`src/rtl/plic_pkg.sv`:
```
// rtl/plic_pkg.sv - register offsets, bit indices and timeout state type for the PLIC register block
package plic_pkg;

  localparam logic [7:0] OFF_SYSCR = 8'h00;
  localparam logic [7:0] OFF_IER   = 8'h04;
  localparam logic [7:0] OFF_ISCR  = 8'h08;
  localparam logic [7:0] OFF_ISR   = 8'h0C;
  localparam logic [7:0] OFF_TMO   = 8'h10;
  localparam logic [7:0] OFF_SSR   = 8'h14;
  localparam logic [7:0] OFF_TMC   = 8'h18;
  localparam logic [7:0] OFF_IPR0  = 8'h20;

  localparam int SYSCR_GEN       = 0;
  localparam int SYSCR_SLVERR_EN = 1;
  localparam int SYSCR_TMO_EN    = 2;

  localparam int SSR_TMO    = 0;
  localparam int SSR_APBERR = 1;

  typedef enum logic [1:0] {
    TMO_IDLE    = 2'd0,
    TMO_COUNT   = 2'd1,
    TMO_EXPIRED = 2'd2
  } tmo_state_e;

  // Number of IPR words needed to hold 8 priority nibbles each
  function automatic int ipr_words(input int num_irq);
    return (num_irq + 7) / 8;
  endfunction

endpackage

```
`src/rtl/plic_tmo_ctr.sv`:
```
// rtl/plic_tmo_ctr.sv - pending-interrupt timeout FSM, down-counter and expiry pulse
module plic_tmo_ctr
  import plic_pkg::*;
#(
  parameter int TMO_W = 8
) (
  input  logic             clk,
  input  logic             rst_n,
  input  logic             en,
  input  logic             pend,
  input  logic [TMO_W-1:0] reload,
  output logic [TMO_W-1:0] count,
  output logic             expired
);

  tmo_state_e state;

  // Idle tracks the reload value; count runs down while pend is held and fires once at zero
  always_ff @(posedge clk or negedge rst_n) begin
    if (!rst_n) begin
      state   <= TMO_IDLE;
      count   <= '1;
      expired <= 1'b0;
    end else begin
      expired <= 1'b0;
      case (state)
        TMO_IDLE: begin
          count <= reload;
          if (en && pend) begin
            state <= TMO_COUNT;
          end
        end
        TMO_COUNT: begin
          if (!en || !pend) begin
            state <= TMO_IDLE;
            count <= reload;
          end else if (count == '0) begin
            state   <= TMO_EXPIRED;
            expired <= 1'b1;
          end else begin
            count <= count - TMO_W'(1);
          end
        end
        TMO_EXPIRED: begin
          count <= '0;
          if (!en || !pend) begin
            state <= TMO_IDLE;
            count <= reload;
          end
        end
        default: begin
          state <= TMO_IDLE;
          count <= reload;
        end
      endcase
    end
  end

endmodule

```
`src/rtl/plic_apb_regs_n.sv`:
```
// rtl/plic_apb_regs_n.sv - PLIC APB register file: decode, sticky pending capture, enables, priorities
module plic_apb_regs_n
  import plic_pkg::*;
#(
  parameter int NUM_IRQ = 8,
  parameter int PRIO_W  = 3,
  parameter int TMO_W   = 8
) (
  input  logic                      pclk,
  input  logic                      preset_n,
  input  logic                      psel,
  input  logic                      penable,
  input  logic                      pwrite,
  input  logic [31:0]               paddr,
  input  logic [31:0]               pwdata,
  output logic [31:0]               prdata,
  output logic                      pready,
  output logic                      pslverr,
  input  logic [NUM_IRQ-1:0]        irq_src_i,
  input  logic                      irq_pend_i,
  output logic [NUM_IRQ-1:0]        irq_pend_o,
  output logic [NUM_IRQ*PRIO_W-1:0] prio_o,
  output logic                      tmo_expired_o
);

  localparam int         NUM_IPR = ipr_words(NUM_IRQ);
  localparam logic [7:0] IPR_END = OFF_IPR0 + 8'(4 * NUM_IPR);

  logic [7:0]         off;
  logic [1:0]         ipr_idx;
  logic               acc, wr_stb, rd_stb;
  logic               reg_hit, ipr_hit, err, wr_ok;
  logic [2:0]         syscr;
  logic [NUM_IRQ-1:0] ier, iscr, isr, src_q;
  logic [NUM_IRQ-1:0] isr_set, isr_clr;
  logic [TMO_W-1:0]   tmo, tmc;
  logic [1:0]         ssr, ssr_set, ssr_clr;
  logic [31:0]        rd_val;
  logic [PRIO_W-1:0]  prio_q [NUM_IRQ];
  logic               unused_bits;

  assign off         = paddr[7:0];
  assign ipr_idx     = off[3:2];
  assign unused_bits = ^{paddr[31:8], pwdata};
  assign acc         = psel & penable;
  assign wr_stb      = acc & pwrite;
  assign rd_stb      = acc & ~pwrite;
  assign pready      = 1'b1;

  // Address decode; an unmapped offset or a write to the read-only count is an error
  always_comb begin
    ipr_hit = (off >= OFF_IPR0) && (off < IPR_END) && (off[1:0] == 2'b00);
    case (off)
      OFF_SYSCR, OFF_IER, OFF_ISCR, OFF_ISR,
      OFF_TMO, OFF_SSR, OFF_TMC: reg_hit = 1'b1;
      default:                   reg_hit = 1'b0;
    endcase
    err   = acc & (~(reg_hit | ipr_hit) | (pwrite & (off == OFF_TMC)));
    wr_ok = wr_stb & ~err;
  end

  // Plain read/write control registers
  always_ff @(posedge pclk or negedge preset_n) begin
    if (!preset_n) begin
      syscr <= '0;
      ier   <= '0;
      iscr  <= '0;
      tmo   <= '1;
    end else if (wr_ok) begin
      case (off)
        OFF_SYSCR: syscr <= pwdata[2:0];
        OFF_IER:   ier   <= pwdata[NUM_IRQ-1:0];
        OFF_ISCR:  iscr  <= pwdata[NUM_IRQ-1:0];
        OFF_TMO:   tmo   <= pwdata[TMO_W-1:0];
        default:   ;
      endcase
    end
  end

  // Priority fields: source k lives in nibble k%8 of IPR word k/8
  always_ff @(posedge pclk or negedge preset_n) begin
    if (!preset_n) begin
      for (int k = 0; k < NUM_IRQ; k++) begin
        prio_q[k] <= '0;
      end
    end else if (wr_ok && ipr_hit) begin
      for (int k = 0; k < NUM_IRQ; k++) begin
        if (int'(ipr_idx) == k / 8) begin
          prio_q[k] <= pwdata[4*(k%8) +: PRIO_W];
        end
      end
    end
  end

  // Set terms for pending and status; a same-cycle set overrides the W1C clear
  always_comb begin
    isr_set = (iscr & irq_src_i & ~src_q) | (~iscr & irq_src_i);
    isr_clr = (wr_ok && off == OFF_ISR) ? pwdata[NUM_IRQ-1:0] : '0;
    ssr_set = '0;
    ssr_set[SSR_TMO]    = tmo_expired_o;
    ssr_set[SSR_APBERR] = err;
    ssr_clr = (wr_ok && off == OFF_SSR) ? pwdata[1:0] : '0;
  end

  // Sticky pending bits, source history for edge detection, and status bits
  always_ff @(posedge pclk or negedge preset_n) begin
    if (!preset_n) begin
      isr   <= '0;
      src_q <= '0;
      ssr   <= '0;
    end else begin
      isr   <= (isr & ~isr_clr) | isr_set;
      src_q <= irq_src_i;
      ssr   <= (ssr & ~ssr_clr) | ssr_set;
    end
  end

  // Read mux; data is driven only during a valid read strobe
  always_comb begin
    rd_val = '0;
    case (off)
      OFF_SYSCR: rd_val[2:0]         = syscr;
      OFF_IER:   rd_val[NUM_IRQ-1:0] = ier;
      OFF_ISCR:  rd_val[NUM_IRQ-1:0] = iscr;
      OFF_ISR:   rd_val[NUM_IRQ-1:0] = isr;
      OFF_TMO:   rd_val[TMO_W-1:0]   = tmo;
      OFF_SSR:   rd_val[1:0]         = ssr;
      OFF_TMC:   rd_val[TMO_W-1:0]   = tmc;
      default: begin
        if (ipr_hit) begin
          for (int k = 0; k < NUM_IRQ; k++) begin
            if (int'(ipr_idx) == k / 8) begin
              rd_val[4*(k%8) +: PRIO_W] = prio_q[k];
            end
          end
        end
      end
    endcase
    prdata  = (rd_stb && !err) ? rd_val : '0;
    pslverr = err & syscr[SYSCR_SLVERR_EN];
  end

  // Downstream arbiter view: enabled pending sources and flattened priorities
  always_comb begin
    irq_pend_o = syscr[SYSCR_GEN] ? (isr & ier) : '0;
    prio_o     = '0;
    for (int k = 0; k < NUM_IRQ; k++) begin
      prio_o[k*PRIO_W +: PRIO_W] = prio_q[k];
    end
  end

  plic_tmo_ctr #(
    .TMO_W (TMO_W)
  ) u_tmo (
    .clk     (pclk),
    .rst_n   (preset_n),
    .en      (syscr[SYSCR_TMO_EN]),
    .pend    (irq_pend_i),
    .reload  (tmo),
    .count   (tmc),
    .expired (tmo_expired_o)
  );

endmodule

```
`config.mk`:
```
export PLATFORM = sky130hd
export DESIGN_NAME = plic_apb_regs_n
export DESIGN_NICKNAME = d
export VERILOG_FILES = /design/src/rtl/plic_pkg.sv /design/src/rtl/plic_tmo_ctr.sv /design/src/rtl/plic_apb_regs_n.sv
export SDC_FILE = /design/constraint.sdc
export NUM_CORES = 1
export LEC_CHECK = 0
export ABC_AREA = 0
export CORE_UTILIZATION = 28
export DETAILED_ROUTE_END_ITERATION = 7
export PLACE_DENSITY = 0.53
export SLEW_MARGIN = 20
export SYNTH_ARGS = -nofsm -noshare
export SYNTH_HDL_FRONTEND = slang
export SYNTH_SLANG_ARGS = --single-unit
```
`constraint.sdc`:
```
create_clock -name pclk -period 2 [get_ports pclk]
set_input_delay 0.4 -clock pclk [delete_from_list [all_inputs] [get_ports pclk]]
set_output_delay 0.4 -clock pclk [all_outputs]
set_load 0.02 [all_outputs]
```
After elaboration in Yosys (flattened, before gate mapping)
Cells that the tools add are included.
- flip-flop bits (word level): 80
- bits of input ports: 78
- $add $sub $neg: 1
- $lt $le $gt $ge: 2
- eq/ne operators: 12
- multiplexer cells: 44
- bitwise gates (word level): 25
- reduce and logical (&&, ||, !) cells: 24
- operator list (operator ; count):
    $mux W3 ; 22
    $and A8 B8 Y8 ; 5
    $mux W8 ; 5
    $mux W31 ; 1
    $eq A8 B5 Y1 const B ; 3
    $not A8 Y8 ; 3
    $pmux W3 S6 ; 1
    $eq A8 B4 Y1 const B ; 2
    $logic_not A8 Y1 ; 2
    $or A8 B8 Y8 ; 2
    $pmux W8 S2 ; 1
    $pmux W2 S7 ; 1
    $mux W2 ; 5
    $pmux W1 S5 ; 2
    $reduce_and A2 Y1 ; 5
    $eq A8 B3 Y1 const B ; 1
    $ge A8 B6 Y1 const B ; 1
    $lt A8 B6 Y1 const B ; 1
    $sub A8 B1 Y8 const B ; 1
    $and A1 B1 Y1 ; 7
    $logic_and A1 B1 Y1 ; 7
    $pmux W1 S7 ; 1
    $reduce_or A7 Y1 ; 1
    $logic_not A2 Y1 ; 3
    16 further kinds ; 25

Depth between registers and ports, before layout
Gate-level depths: netlist of the first run.
- depth after elaboration: 14
- gate-level depth with buffers: 7

Hierarchy
From an unflattened synthesis of the first run, not the netlist that was laid out.
- cell total of the unflattened synthesis: 377
- area, all modules: 4261.6 um^2
- modules (own cells, without submodules) (module ; times used ; cells each ; area an instance (um^2) ; sequential area each (um^2)):
    plic_apb_regs_n ; 1 ; 299 ; 3547.2 ; 1736.7
    plic_tmo_ctr ; 1 ; 78 ; 714.4 ; 285.3

Worst setup path after synthesis of the first run
No wires, ideal clock.
- kind: in2out
- from: in paddr[4]
- to: out prdata[0]
- data arrival time: 1.742 ns
- path slack: -0.142 ns
- cell stages on the path: 5
- path through: clkbuf_1 > or4b_2 > o211ai_1 > a22oi_1 > o2bb2ai_1
- cells in the longest elaborated chain, start to end: 10
- elaborated cells between the ends (all ways): 23
- ends and longest elaborated chain (element ; RTL line ; source):
    start, declared ; plic_apb_regs_n.sv:14 ; input logic [31:0] paddr,
    $ge A8 B6 Y1, or another cell as far along ; plic_apb_regs_n.sv:52 ; ipr_hit = (off >= OFF_IPR0) && (off < IPR_END) && (off[1:0] == 2'b00);
    $logic_and A1 B1 Y1 or $reduce_or A7 Y1 (tied branches) ; n/a ;
    $logic_and A1 B1 Y1 or $mux W1 (tied branches) ; plic_apb_regs_n.sv:52, plic_apb_regs_n.sv:53 ;
    $or A1 B1 Y1 ; plic_apb_regs_n.sv:58 ; err = acc & (~(reg_hit | ipr_hit) | (pwrite & (off == OFF_TMC)));
    $not A1 Y1 ; plic_apb_regs_n.sv:58 ;
    $or A1 B1 Y1 ; plic_apb_regs_n.sv:58 ;
    $and A1 B1 Y1 ; plic_apb_regs_n.sv:58 ;
    $logic_not A1 Y1 ; plic_apb_regs_n.sv:139 ; prdata = (rd_stb && !err) ? rd_val : '0;
    $logic_and A1 B1 Y1 ; plic_apb_regs_n.sv:139 ;
    $mux W31 * ; plic_apb_regs_n.sv:139 ;
    end, declared ; plic_apb_regs_n.sv:16 ; output logic [31:0] prdata,
Every way passes the cells marked *; elsewhere a longest branch is shown, timed or not.

Worst setup path in the final report of the first run
- from: reg ier[6]
- to: out prdata[6]
- cells in the longest elaborated chain, start to end: 2
- ends and longest elaborated chain (element ; RTL line ; source):
    start, declared ; plic_apb_regs_n.sv:34 ; logic [NUM_IRQ-1:0] ier, iscr, isr, src_q;
    start signal, assigned ; plic_apb_regs_n.sv:72 ; OFF_IER: ier <= pwdata[NUM_IRQ-1:0];
    $pmux W3 S6 ; plic_apb_regs_n.sv:121 ; case (off)
    $mux W31 ; plic_apb_regs_n.sv:139 ;
No other way between the ends.

==> results of run 1 <==
logic make-up after synthesis:
family / count (synthesis) / synth area share (%)
adder cells (fa/ha/maj): 5 / 1.506
multiplexers: 68 / 18.44
AO/OA/AOI/OAI: 55 / 10.52
XOR/XNOR: 4 / 0.8438
buffers and inverters: 32 / 3.826
AND/OR/NAND/NOR: 114 / 16.00
flip-flops: 80 / 48.69
other: 2 / 0.1808
critical path: stages, from the launching register on:
cell and delay, ns:
dfrtp_1 0.39, mux2_2 0.26, and3_4 0.17, a311o_1 0.27, a32o_2 0.25, buf_6 0.13
worst min-delay path by stage:
| stage | slack [ns] | cells past startpoint | to | start |
|---|---|---|---|---|
| final | 0.007 | 1 | prio_o[16]$_DFFE_PN0P_ | preset_n |
| after global routing | 0.05 | 1 | prio_o[16]$_DFFE_PN0P_ | preset_n |
| after CTS | 0.03 | 1 | prio_o[16]$_DFFE_PN0P_ | preset_n |
| after detailed placement | 0.38 | 1 | prio_o[16]$_DFFE_PN0P_ | preset_n |
| after global placement | 0.38 | 1 | prio_o[22]$_DFFE_PN0P_ | preset_n |
| after floorplan | 0.10 | 0 | ier[0]$_DFFE_PN0P_ | preset_n |
sequential cells by signal, summed over array words and instances (netlist names):
| register | count |
|---|---|
| prio_o | 24 |
| ier | 8 |
| iscr | 8 |
| isr | 8 |
| src_q | 8 |
| tmo | 8 |
| u_tmo.count | 8 |
| syscr | 3 |
| ssr | 2 |
| u_tmo.state | 2 |
| u_tmo.expired | 1 |
timing repair:
item	4_1_cts	5_1_grt
gates cloned	1	1
endpoints found under the setup margin	55	28
pin swaps	18	12
gates resized for setup	203	56
buffers inserted	6	8
report_power, final:
part	internal, mW	total, mW	switching [mW]
Combinational	0.261	0.502	0.241
Sequential	1.66	1.68	0.0209
Clock	0.995	1.62	0.630
Total	2.91	3.80	0.892
per-stage QoR:
step	area, sq um	cells	TNS, ns	power (mW)
final	6631	741	-2.256	3.803
after CTS	6405	733	-5.053	3.824
after global placement	6040	710	-47.51	2.162
after floorplan	4257	365	-0.001957	1.895
after global routing	6631	741	-3.115	3.969
after detailed placement	6040	710	-48.62	2.170
layout make-up:
class                      instances  area, sq um  share of cell area (%)
inverter                           8        30.03                  0.4528
clock inverter                     4        45.04                  0.6792
tap                              184        230.2                   3.472
sequential                        80         2022                   30.49
clock buffer                      12        246.5                   3.717
timing repair buffer             200         1877                   28.30
multi-input combinational        253         2181                   32.89
per-layer routing:
| metal | vias to the layer above | part of all wire, % | global-route usage, % |
|---|---|---|---|
| met5 | - | 0 | 0 |
| met4 | 0 | 1.6 | 5.422 |
| met3 | 17 | 5.4 | 4.441 |
| met2 | 102 | 48 | 27.99 |
| met1 | 1724 | 45 | 22.51 |
| li1 | 1683 | - | - |
layout by cell type (no fill, tap or decap), types with 7 or more instances in the layout:
cell | synthesis | layout
a22o_1 | 9 | 9
and2_4 | 0 | 14
and3_1 | 15 | 14
buf_4 | 7 | 86
buf_6 | 0 | 35
clkbuf_16 | 0 | 10
clkdlybuf4s50_1 | 0 | 60
conb_1 | 2 | 7
dfrtp_1 | 64 | 64
dfstp_2 | 16 | 16
dlygate4sd2_1 | 0 | 11
inv_1 | 8 | 8
mux2_2 | 58 | 57
mux2i_1 | 9 | 9
nand2_1 | 25 | 24
nand3_1 | 7 | 7
nor2_1 | 16 | 13
cell usage after synthesis, types with 3 or more instances:
cell / instances
nor2_1: 16
nand4_1: 3
a21o_1: 3
o2bb2ai_1: 4
and2_1: 20
and3_1: 15
nand2_1: 25
o21ai_0: 6
nand3_1: 7
a22o_1: 9
ha_1: 5
buf_4: 7
nand2b_1: 5
mux2_2: 58
dfstp_2: 16
mux2i_1: 9
inv_1: 8
a22oi_1: 5
a211oi_1: 4
a32o_1: 3
clkbuf_1: 7
buf_2: 9
o22ai_1: 3
dfrtp_1: 64
a21oi_1: 6
nand3b_1: 4
xnor2_1: 3
==> summary.md, run 1 <==
| Metric | Value |
|---|---|
| FILL cells | 1,356 |
| Post-synth EDFFs | 0 |
| Fin nets | 635 |
| Die area | 15,320 sq um |
| I/O Buffers | 107 |
| CTS tree | built |
| Largest net degree at the start of global routing | 34 |
| FF-to-FF Start | u_tmo.count[1]$_DFFE_PN1P_ |
| Mean Syn Cell Area | 11.54 sq um |
| Worst-path clk slew | 0.06 ns |
| Worst EP required | 1.60 ns |
| Clock Latency Late Sink | 0.33 ns |
| Setup crit end kind | primary output |
| Yosys warning count | 0 |
| Htree depth | 3 |
| Pre-CTS setup slack | -1.132 ns |
| Hold_buf cts | 0 |
| Outcome | finished with violations |
| Max_cap viols | 0 |
| I/O pins | 145 |
| Synth-to-Final Area Change | 59.69% |
| # diodes | 0 |
| Critical path class | reg2out |
| Gpl congestion | 0.7716 |
| Crit Path Max Fanout | 3 |
| Crit path arrival time | 1.81 ns |
| Synth area leaders | dfrtp_1, mux2_2, dfstp_2 |
| R2r setup slk | 0.11 ns |
| Worst hold slack | 0.007134 ns |
| Initial antenna violation count | 0 |
| Post-route ant nets | 0 |
| All-Layer GR Usage | 17.29% |
| DRC violations left | 0 |
| Post-synth top area share | 38.57% |
| Post-synthesis sequential element count | 80 |
| Leak | 3.088 nW |
| Crit start category | flop |
| Distinct cell type count after synthesis | 56 |
| Total vias in the final route | 3,526 |
| Core Rows | 44 |
| PD cells | 573.5 nW/um^2 |
| Post-synth top flop | dfrtp_1 |
| CTS buffer count | 9 |
| Detailed Route WL | 12,650 microns |
| Sink Count | 80 |
| Failing checks | negative setup slack |
| Avg Vias per Cell | 4.758 |
| Core Util, Final | 45.80% |
| CTS max path bufs | 2 |
| Clk Tree Root Cell | clkbuf_16 |
| Wire per inst | 17.07 microns |
| Hold WC Path Type | in2async |
| Top cell type by total area after synthesis | dfrtp_1 |
| Iteration-0 DRC Markers | 150 |
| Vias in the first global route | 3,728 |
| Clock skew | 0.002874 ns |
| Die height | 123.8 microns |
| Fmax | 0.4532 GHz |
| R2r worst-path depth | 8 |
| RR Endpoint | u_tmo.count[6]$_DFFE_PN1P_ |
| Global route overflow | 0 |
| Mapped Cells | 360 |
| Initial Util | 28.68% |
| Finish-stage setup viols | 21 |
| Critical Path Sink | prdata[6] |
| Asr flop ratio synth | 100.0% |
| Core Box Area | 14,480 sq um |
| PnR worst setup slack | -0.2067 ns |
| VDD IR-drop max | 411.3 uV |
| First-pass GRT wire length | 19,900 microns |
| RSZ-0062 raised after global routing | yes |
| Sequential fraction of the synthesis area | 48.69% |
| Final hold violations | 0 |
| Initial DRT Pass Iterations | 4 |
| Die Span X | 123.8 microns |
| Share of layout cells above drive strength 1 | 47.40% |
| Setup crit start | ier[6]$_DFFE_PN0P_ |
| Post-DP HPWL | 9358 microns |
| Slew Limit Fails | 0 |
| Cell area after synthesis | 4153 sq um |
| Period utilisation layout | 110.3% |
| Crit path time final | 2.207 ns |
Note: power is estimated with default switching activity, not from simulation.
==> inputs of run 2 (changes only) <==
--- a/config.mk
+++ b/config.mk
@@ -5,7 +5,6 @@
 export SDC_FILE = /design/constraint.sdc
 export NUM_CORES = 1
 export LEC_CHECK = 0
-export ABC_AREA = 0
 export CORE_UTILIZATION = 28
 export DETAILED_ROUTE_END_ITERATION = 7
 export PLACE_DENSITY = 0.53
==> constraint.sdc (replaced) <==
create_clock -name pclk -period 2 [get_ports pclk]
set_input_delay 0.2 -clock pclk [delete_from_list [all_inputs] [get_ports pclk]]
set_output_delay 0.2 -clock pclk [all_outputs]
set_load 0.02 [all_outputs]
==> summary.md, run 2 (same netlist as run 1, synthesis figures left out) <==
| Metric | Value |
|---|---|
| Max_cap viols | 0 |
| VDD IR-drop max | 308.8 uV |
| Worst-path clk slew | 0.06 ns |
| # diodes | 0 |
| Period utilisation layout | 100.3% |
| Critical path class | reg2out |
| Crit Path Max Fanout | 2 |
| CTS tree | built |
| DRC violations left | 0 |
| RSZ-0062 raised after global routing | yes |
| Htree depth | 3 |
| Leak | 2.810 nW |
| Max FFs per register | 24 |
| Failing checks | negative setup slack |
| Sink Count | 80 |
| Outcome | finished with violations |
| Die area | 15,320 sq um |
| Largest net degree at the start of global routing | 42 |
| PnR worst setup slack | -0.005949 ns |
| All-Layer GR Usage | 16.53% |
| Fmax | 0.4985 GHz |
| Dpl cell area | 5774 sq um |
| Post-Layout Cell Count | 706 |
| CTS max path bufs | 2 |
| Worst Hold Path Cells | 1 |
| R2r setup slk | 0.12 ns |
| Share of layout cells above drive strength 1 | 38.31% |
| Clk Tree Root Cell | clkbuf_16 |
| Crit start category | flop |
| Setup crit end kind | primary output |
| Die height | 123.8 microns |
| Vias in the first global route | 3,615 |
| Slew Limit Fails | 0 |
| CTS buffer count | 9 |
| I/O Buffers | 107 |
| Core Rows | 44 |
| Hold path start | irq_src_i[7] |
| Detailed Route WL | 11,810 microns |
| Finish-stage setup viols | 1 |
| First-pass GRT wire length | 19,040 microns |
| Die Span X | 123.8 microns |
| Wire per inst | 16.73 microns |
| Post-route ant nets | 0 |
| Crit path time final | 2.006 ns |
| R2r worst-path depth | 6 |
| I/O pins | 145 |
| Pre-CTS setup slack | -0.7368 ns |
| Design area | 6158 sq um |
| PnR Total Power | 3.809 mW |
| Post-DP HPWL | 8907 microns |
| Initial antenna violation count | 0 |
| FF-to-FF Start | u_tmo.count[1]$_DFFE_PN1P_ |
| PD cells | 618.6 nW/um^2 |
| Iteration-0 DRC Markers | 121 |
| Avg Vias per Cell | 4.867 |
| Initial Util | 28.68% |
| Hold EP | src_q[7]$_DFF_PN0_ |
| Dpl cells | 683 |
| Clock Latency Late Sink | 0.34 ns |
| Initial DRT Pass Iterations | 4 |
| Slew HR | 64.29% |
| Synth-to-Final Area Change | 48.30% |
| Final hold violations | 0 |
| RR Endpoint | u_tmo.state[1]$_DFFE_PN0P_ |
| Crit path arrival time | 1.81 ns |
| Global route overflow | 0 |
| Core Box Area | 14,480 sq um |
| Clock skew | 0.007897 ns |
| Least-Margin Pin Slew | 0.5357 ns |
| Most common cell after layout, fill and taps aside | clkdlybuf4s50_1 |
| Worst EP required | 1.80 ns |
| Total vias in the final route | 3,436 |
| Fin nets | 600 |
| Gpl congestion | 0.8367 |
| Most frequent cells in the layout | clkdlybuf4s50_1, dfrtp_1, buf_4 |
| Hold WC Path Type | in2reg |
==> run 2: layout make-up <==
cell class | instances | area [sq um]
Fill cell | 1392 | 8320
Clock inverter | 4 | 31.28
Tap cell | 184 | 230.2
Clock buffer | 12 | 279.0
Inverter | 8 | 30.03
Multi-Input combinational cell | 253 | 2079
Sequential cell | 80 | 2022
Timing Repair Buffer | 165 | 1486
==> run 2: metrics by stage <==
stage               hold WS, ns  utilization [%]  setup TNS [ns]
floorplan              -0.09559                -               0
global placement         0.2162            39.88          -23.90
detailed placement       0.2132            39.88          -25.30
CTS                      0.3267            42.27        -0.05007
global route             0.3340            42.53        -0.07914
finish                   0.3369            42.53       -0.005949
==> run 2: worst max-delay path by stage <==
stage,startpoint,endpoint
2_1_floorplan,u_tmo.count[0]$_DFFE_PN1P_,u_tmo.state[1]$_DFFE_PN0P_
3_3_place_gp,paddr[1],prdata[0]
3_5_place_dp,paddr[1],prdata[0]
4_1_cts,ssr[1]$_DFF_PN0_,prdata[1]
5_1_grt,ssr[1]$_DFF_PN0_,prdata[1]
6_report,ssr[1]$_DFF_PN0_,prdata[1]
==> run 2: worst max-delay path, stage by stage (launching register included) <==
cell     delay (ns)
dfrtp_1        0.37
mux4_2         0.48
mux2_4         0.28
a22o_1         0.21
buf_6          0.14
==> run 2: metal layers <==
layer | up-vias | routed length [microns] | global-route usage [%]
li1 | 1610 | - | -
met1 | 1716 | 5157 | 20.71
met2 | 100 | 5837 | 27.64
met3 | 10 | 691 | 4.441
met4 | 0 | 125 | 5.045
met5 | - | 0 | 0
==> run 2: repair_timing <==
| action | 4_1_cts | 5_1_grt |
|---|---|---|
| cloned | 1 | 0 |
| hold endpoints to repair | 25 | 0 |
| endpoints found under the setup margin | 27 | 43 |
| pin swaps | 14 | 3 |
| gates resized for setup | 149 | 10 |
| hold buffers | 1 | 0 |
| buffers inserted | 3 | 2 |
==> run 2: power breakdown <==
part	internal, mW	switching, mW	leakage (nW)	total, mW
Sequential	1.65	0.0226	0.992	1.68
Clock	1.00	0.680	0.154	1.68
Combinational	0.223	0.227	1.66	0.450
Total	2.88	0.930	2.81	3.81
